**src/rtl/rca_seq_ctrl.sv**
```systemverilog
// Multi-precision add/subtract sequencer.
// One W-bit ripple-carry slice is time-shared to add or subtract W*WORDS-bit
// operands, one slice per clock, least significant slice first. The carry
// between slices is kept in a register; a start/busy/done handshake frames
// each operation.

// Plain W-bit ripple-carry adder slice.
module rca_behavioral #(
  parameter int W = 8
) (
  input  logic [W-1:0] a,
  input  logic [W-1:0] b,
  input  logic         cin,
  output logic [W-1:0] sum,
  output logic         cout
);

  // Full W-bit add with carry-in; the extra top bit is the carry-out.
  assign {cout, sum} = a + b + cin;

endmodule

module rca_seq_ctrl #(
  parameter int W     = 8,
  parameter int WORDS = 4
) (
  input  logic               clk,
  input  logic               rst,
  input  logic               start,
  input  logic               sub,
  input  logic               cin,
  input  logic [W*WORDS-1:0] a,
  input  logic [W*WORDS-1:0] b,
  output logic               busy,
  output logic               done,
  output logic [W*WORDS-1:0] sum,
  output logic               cout,
  output logic               ovf
);

  localparam int N  = W * WORDS;
  localparam int IW = (WORDS > 1) ? $clog2(WORDS) : 1;

  typedef enum logic [1:0] {
    S_IDLE,
    S_RUN,
    S_DONE
  } state_t;

  state_t          r_state;
  logic [N-1:0]    r_a;
  logic [N-1:0]    r_b;
  logic            r_carry;
  logic [IW-1:0]   r_idx;
  logic [N-1:0]    r_sum;
  logic            r_cout;
  logic            r_ovf;
  logic            r_busy;
  logic            r_done;

  logic [W-1:0]    w_a_slice;
  logic [W-1:0]    w_b_slice;
  logic [W-1:0]    w_sum_slice;
  logic            w_cout_slice;
  logic            w_last;

  // Select the current slice of the latched operands.
  assign w_a_slice = r_a[r_idx*W +: W];
  assign w_b_slice = r_b[r_idx*W +: W];
  assign w_last    = (r_idx == IW'(WORDS - 1));

  rca_behavioral #(.W(W)) u_slice (
    .a    (w_a_slice),
    .b    (w_b_slice),
    .cin  (r_carry),
    .sum  (w_sum_slice),
    .cout (w_cout_slice)
  );

  // Sequencer FSM: latch operands on start, walk the slices, pulse done.
  // NOTE: every register here is assigned with <= so all updates in this
  // block see the pre-edge values, exactly like the flops they become.
  always_ff @(posedge clk) begin
    if (rst) begin
      r_state <= S_IDLE;
      r_a     <= '0;
      r_b     <= '0;
      r_carry <= 1'b0;
      r_idx   <= '0;
      r_sum   <= '0;
      r_cout  <= 1'b0;
      r_ovf   <= 1'b0;
      r_busy  <= 1'b0;
      r_done  <= 1'b0;
    end else begin
      r_done <= 1'b0;
      unique case (r_state)
        S_IDLE, S_DONE: begin
          if (start) begin
            // Subtraction is a + ~b + 1: invert B and force the carry-in.
            r_a     <= a;
            r_b     <= sub ? ~b : b;
            r_carry <= sub ? 1'b1 : cin;
            r_idx   <= '0;
            r_busy  <= 1'b1;
            r_state <= S_RUN;
          end else begin
            r_state <= S_IDLE;
          end
        end
        S_RUN: begin
          r_sum[r_idx*W +: W] <= w_sum_slice;
          r_carry             <= w_cout_slice;
          if (w_last) begin
            // Overflow: operand signs agree but the result sign differs.
            r_cout  <= w_cout_slice;
            r_ovf   <= (r_a[N-1] == r_b[N-1]) && (w_sum_slice[W-1] != r_a[N-1]);
            r_idx   <= '0;
            r_busy  <= 1'b0;
            r_done  <= 1'b1;
            r_state <= S_DONE;
          end else begin
            r_idx <= r_idx + IW'(1);
          end
        end
        default: begin
          r_busy  <= 1'b0;
          r_state <= S_IDLE;
        end
      endcase
    end
  end

  assign busy = r_busy;
  assign done = r_done;
  assign sum  = r_sum;
  assign cout = r_cout;
  assign ovf  = r_ovf;

endmodule

```
**config.mk**
```make
export PLATFORM = sky130hd
export DESIGN_NAME = rca_seq_ctrl
export DESIGN_NICKNAME = d
export VERILOG_FILES = /design/src/rtl/rca_seq_ctrl.sv
export SDC_FILE = /design/constraint.sdc
export NUM_CORES = 1
export LEC_CHECK = 0
export ABC_AREA = 1
export CELL_PAD_IN_SITES_DETAIL_PLACEMENT = 0
export CELL_PAD_IN_SITES_GLOBAL_PLACEMENT = 1
export CORE_MARGIN = 2
export CORE_UTILIZATION = 35
export CTS_BUF_LIST = sky130_fd_sc_hd__clkbuf_4
export DETAILED_ROUTE_END_ITERATION = 8
export MAX_ROUTING_LAYER = met4
export PLACE_DENSITY = 0.84
export SETUP_SLACK_MARGIN = 0.1
export SYNTH_ARGS = -nofsm -noshare
export SYNTH_HDL_FRONTEND = slang
export SYNTH_HIERARCHICAL = 1
export SYNTH_SLANG_ARGS = --single-unit
```
**constraint.sdc**
```tcl
create_clock -name clk -period 2.7 [get_ports clk]
set_input_delay 0.405 -clock clk [delete_from_list [all_inputs] [get_ports clk]]
set_output_delay 0.405 -clock clk [all_outputs]
set_load 0.03 [all_outputs]
```
Word level (Yosys, flattened, before mapping)
Index checks and enable logic that the tools add are counted.
{"block": "classes", "n_addsub": 4, "eq_ne": 7, "mux": 15, "bitwise": 2, "n_reduce_logical": 9, "shift": 4}
{"operator": "indexed part select 32 x 6 -> 8 bit", "n": 2}
{"operator": "negator 5 -> 34 bit", "n": 1}
{"operator": "variable shift 8 x 34 -> 32 bit (first input constant)", "n": 1}
{"operator": "indexed part select 8 x 34 -> 32 bit", "n": 1}
{"operator": "bitwise mux 32 bit", "n": 1}
{"operator": "2-to-1 mux 32 bit", "n": 1}
{"operator": "NOT 32 bit", "n": 1}
{"operator": "adder 8 x 8 -> 9 bit", "n": 1}
{"operator": "adder 9 x 1 -> 9 bit", "n": 1}
{"operator": "one-hot mux 2 bit (2 select lines)", "n": 2}
{"operator": "AND reduction 2 bit", "n": 4}
{"operator": "2-to-1 mux 1 bit", "n": 6}
{"operator": "2-to-1 mux 2 bit", "n": 3}
{"operator": "equality test 2 bit (second input constant)", "n": 2}
{"operator": "!= test 2 bit (second input constant)", "n": 2}
{"operator": "one-hot mux 1 bit (2 select lines)", "n": 2}
{"operator": "OR reduction 2 bit", "n": 2}
{"operator": "adder 2 x 1 -> 2 bit (second input constant)", "n": 1}
{"operator": "equality test 2 x 1 -> 1 bit (second input constant)", "n": 1}
{"operator": "logical NOT 2 bit", "n": 1}
{"operator": "nonzero test 2 bit", "n": 1}
{"operator": "equality test 1 bit", "n": 1}
{"operator": "logical AND 1 bit", "n": 1}
{"operator": "!= test 1 bit", "n": 1}
{"operator": "NOT 1 bit", "n": 1}
{"block": "totals", "regBits": 105, "out_inout_bits": 36, "elab_cells": 51}

Logic depth before layout (Yosys ltp)
{"block": "logic_depth", "ltp_word": 5, "ltp_mapped": 17, "depth_no_buf": 15}

By module
Netlist, hierarchy kept.
{"mod": "rca_seq_ctrl", "seq_area_each_um2": 2102.0, "instances": 1, "cells_each": 603, "area_per_inst_um2": 4695.8}
{"mod": "rca_behavioral", "seq_area_each_um2": 0.0, "instances": 1, "cells_each": 59, "area_per_inst_um2": 384.1}

Worst setup path before layout
Ideal clock, no wire load.
{"block": "synth_path", "kind": "reg2reg", "startpoint": "reg r_idx[0]", "endpoint": "reg r_sum[28], in the netlist sum[28]", "path_slack_ns": 0.104, "required_ns": 2.630, "path_buffers": 2, "path_stages_with_launch": 16, "arrival_time_ns": 2.526, "period_less_slack_ns": 2.596, "cell_sequence": "dfxtp_1 -> buf_6 -> inv_8 -> clkbuf_1 -> o21ai_0 -> o22ai_1 -> fa_1 -> fa_1 -> nand2_1 -> nand2_1 -> nand2_1 -> xnor2_1 -> inv_1 -> nor3_2 -> nand2_1 -> a21oi_1"}
{"block": "synth_between", "elab_chain_len": 5, "word_cells_on_any_way": 8, "cone_classes": "add/sub: 3; shift: 4; mux: 1"}
{"item": "start: declaration", "line_no": "54", "source": "logic [IW-1:0] r_idx;"}
{"item": "start signal: assignment", "line_no": "123", "source": "r_idx <= r_idx + IW'(1);"}
{"item": "indexed part select 32 x 6 -> 8 bit", "line_no": "68", "source": "assign w_a_slice = r_a[r_idx*W +: W];"}
{"item": "named net w_a_slice[0]", "line_no": "61", "source": "logic [W-1:0] w_a_slice;"}
{"item": "adder 8 x 8 -> 9 bit", "line_no": "19", "source": "assign {cout, sum} = a + b + cin;"}
{"item": "adder 9 x 1 -> 9 bit", "line_no": "19"}
{"item": "named net w_sum_slice[4]", "line_no": "63", "source": "logic [W-1:0] w_sum_slice;"}
{"item": "indexed part select 8 x 34 -> 32 bit", "line_no": "112", "source": "r_sum[r_idx*W +: W] <= w_sum_slice;"}
{"item": "bitwise mux 32 bit", "line_no": "112"}
{"item": "end signal: indexed assignment", "line_no": "112"}
{"item": "end: declaration", "line_no": "55", "source": "logic [N-1:0] r_sum;"}
The timed path passes the listed nets, and every way through them passes these cells.
A chain may end at the register's enable or synchronous reset.

Worst setup path in the final report
{"block": "layout_path", "startpoint": "reg r_idx[0]", "endpoint": "reg r_sum[29], in the netlist sum[29]"}
{"block": "layout_between", "elab_chain_len": 5, "word_cells_on_any_way": 8, "cone_classes": "add/sub: 3; shift: 4; mux: 1"}
{"item": "indexed part select 32 x 6 -> 8 bit", "line_no": "69", "source": "assign w_b_slice = r_b[r_idx*W +: W];"}
{"item": "named net w_b_slice[4]", "line_no": "62", "source": "logic [W-1:0] w_b_slice;"}
{"item": "adder 8 x 8 -> 9 bit", "line_no": "19"}
{"item": "adder 9 x 1 -> 9 bit", "line_no": "19"}
{"item": "named net w_sum_slice[5]", "line_no": "63"}
{"item": "indexed part select 8 x 34 -> 32 bit", "line_no": "112"}
{"item": "bitwise mux 32 bit", "line_no": "112"}
The timed path passes the listed nets, and every way through them passes these cells.

==> metrics.txt <==
Tcrit/Tclk final 89.2%; Synth Area in XOR/XNOR around 6.0%; Worst IR Drop VDD roughly 0.27 mV; Syn Area/Cell around 7.7 um^2; setup repair after global routing missed its margin yes; Slew Limit Fails 0; GRT overflow 0; initial antenna violation count 1; Synth Instances between 600 and 700; Critical Path RT between 3 and 4 ns; Fmax roughly 0.42 GHz; Placement Rows 44; ys async rst share 0%; via/cell ratio a little under 5; Syn. warnings 6; synth cell count leaders nor2_1 (116), dfxtp_1 (105), nand2_1 (100), o21ai_0 (95), a21oi_1 (69); final setup TNS 0 ns; post-synth top area share ~41%; clk root buf clkbuf_4; Post-synth EDFFs 0; Antenna Violating Nets Remaining 0; TritonRoute pass-1 iters 5; clk sinks approximately 110; Startpoint Class flip-flop; Filler cells about 1,500; DIE WIDTH ~120 um; DIE AREA ~0.015 mm^2; drt total wl 12,700 um; Pwr Density 544 mW/mm^2; Post-layout nets 832; P_leak between 0.002 and 0.0025 uW; Setup violations, final 0; endpoint type of the worst setup path flip-flop; first-pass GRT wire length roughly 21,000 um; post-synth top area cell dfxtp_1; hpwl dp about 9700 um; Iter 0 DRT Violations between 200 and 300; total CTS buffers 9; Max Root-Sink Buffers 2; DR WL/cell approximately 14 um; Primary FF master, synth dfxtp_1; CP Max Fanout 17; CTS tree done; CTS Hold Bufs 0; clk_lat worst skew 0.47 ns; largest net degree at the start of global routing 100; Data arrival, critical path around 2.8 ns; vias in the first global route about 4,200; Routability Congestion ~0.86; initial core utilization a little over a third; share of cells above drive strength 1 a little under a tenth; adder-cell share of the synthesized area under 10%; Hold Crit Class flip-flop to flip-flop; Synth Area in Simple Gates between 20% and 30%; Crit Path Category flip-flop to flip-flop; Slew HR 43.6%; synth top area cells dfxtp_1 (41%), o21ai_0 (9.4%), nor2_1 (8.6%), nand2_1 (7.4%), a21oi_1 (6.8%); Synth Area in Compound Gates between 10% and 20%; max_cap viols 0; Setup WS pre-CTS between 0.015 and 0.02 ns; Area Growth Syn to Fin 26.2%; min Tclk post-route 2.41 ns; htree depth 3; number of synthesized register bits approximately 110; Die Y between 100 and 150 um; final hold vios 0; GR Util All Layers 16.9%; synthesized cell area approximately 0.0051 mm^2; top-count cell post-synth nor2_1; DR DRC count 0; mux contribution to synthesized area 0%; # IOs 105; Syn Nets approximately 750; Vias approximately 4,600; synth unique cells 36; main combinational cell family by area after synthesis simple AND/OR/NAND/NOR gates; status finished, final reports clean; post-synthesis sequential area ratio between 40% and 50%; Final WS setup 0.291 ns; clock slew at reported path FFs roughly 0.15 ns; core area roughly 0.014 mm^2; number of port buffers approximately 100; Worst Clk Skew roughly 0.018 ns; Worst Max-Slew Pin Slew approximately 0.85 ns
[path summary, 6_finish.rpt]
| check | from | to | slack [ns] | cells past startpoint |
|---|---|---|---|---|
| worst max-delay path | r_idx[0] | sum[29] | 0.29 | 14 |
| worst min-delay path | sum[10] | sum[10] | 0.48 | 2 |
| worst max register to register | r_idx[0] | sum[29] | 0.29 | 14 |
| worst min register to register | sum[10] | sum[10] | 0.48 | 2 |
[layer usage]
metal	vias to the layer above	global-route usage [%]	wire (um)
met2	125	27.3	5970
met3	10	4.38	616
li1	2356	-	-
met1	2077	21.4	6030
met5	-	-	0
met4	0	3.83	128
[registers in the layout, indices dropped and copies added (netlist names)]
register and cells:
r_a 32, r_b 32, sum 32, r_idx 2
r_state 2, busy 1, cout 1, done 1
ovf 1, r_carry 1
[placed cells by master (no fill, tap or decap), drive strengths merged, types with 7 or more instances in the layout]
cell type        n
a21oi           69
clkbuf          10
inv             29
xnor2           34
ha              13
o22ai           16
clkdlybuf4s50  103
nor2           124
nand3           12
buf             13
nand2          104
dfxtp          105
o21ai           99
nor3             7
[layout make-up]
cell class	instances	area [um^2]	share of cell area [%]
diodes	1	2.50	0.0390
clock buffers	10	75.1	1.17
clock inverters	5	57.6	0.898
inverters	29	121	1.89
multi-input cells	487	2660	41.5
flip-flops and latches	105	2110	32.9
well taps	184	230	3.59
repair buffers	116	1150	18.0
[through the flow]
stage,hold slack [ns],area (um^2),std cells,utilization [%],total power [uW]
2_1_floorplan,0.450,5080,662,-,2390
5_1_grt,0.489,6410,937,44.6,3700
4_1_cts,0.478,6360,935,44.2,3470
6_report,0.475,6410,937,44.6,3490
3_3_place_gp,0.454,6220,920,43.3,2670
3_5_place_dp,0.459,6220,920,43.3,2690
[worst max-delay path: stages (launching register included)]
cell and delay (ns):
dfxtp_4 0.44, inv_8 0.07, buf_6 0.15, o21ai_0 0.16, o22ai_1 0.13, ha_2 0.41
nand2_2 0.08, nand3b_1 0.20, nand2_1 0.08, nand2_1 0.05, nand2_1 0.11, inv_1 0.08
nor3_2 0.17, nand2_1 0.10, a21oi_1 0.12
[power by group]
part	switching, uW	total (uW)	internal [uW]
Sequential	74.5	1730	1650
Combinational	557	970	412
Clock	507	794	287
Total	1140	3490	2350
[repair_timing]
item                                    in CTS  in global routing
buffers inserted                             0                  1
resized for setup                            2                 12
cloned                                       0                  0
endpoints found under the setup margin      10                 16
hold endpoints to repair                     0                  0
pin swaps                                    0                  6
[cells by family after synthesis]
kind of cell    count (synthesis)
flops                         105
simple gates                  252
fa+ha+maj                      15
xor+xnor                       35
buf+inv                        70
compound gates                185
Note: power is estimated with default switching activity, not from simulation.
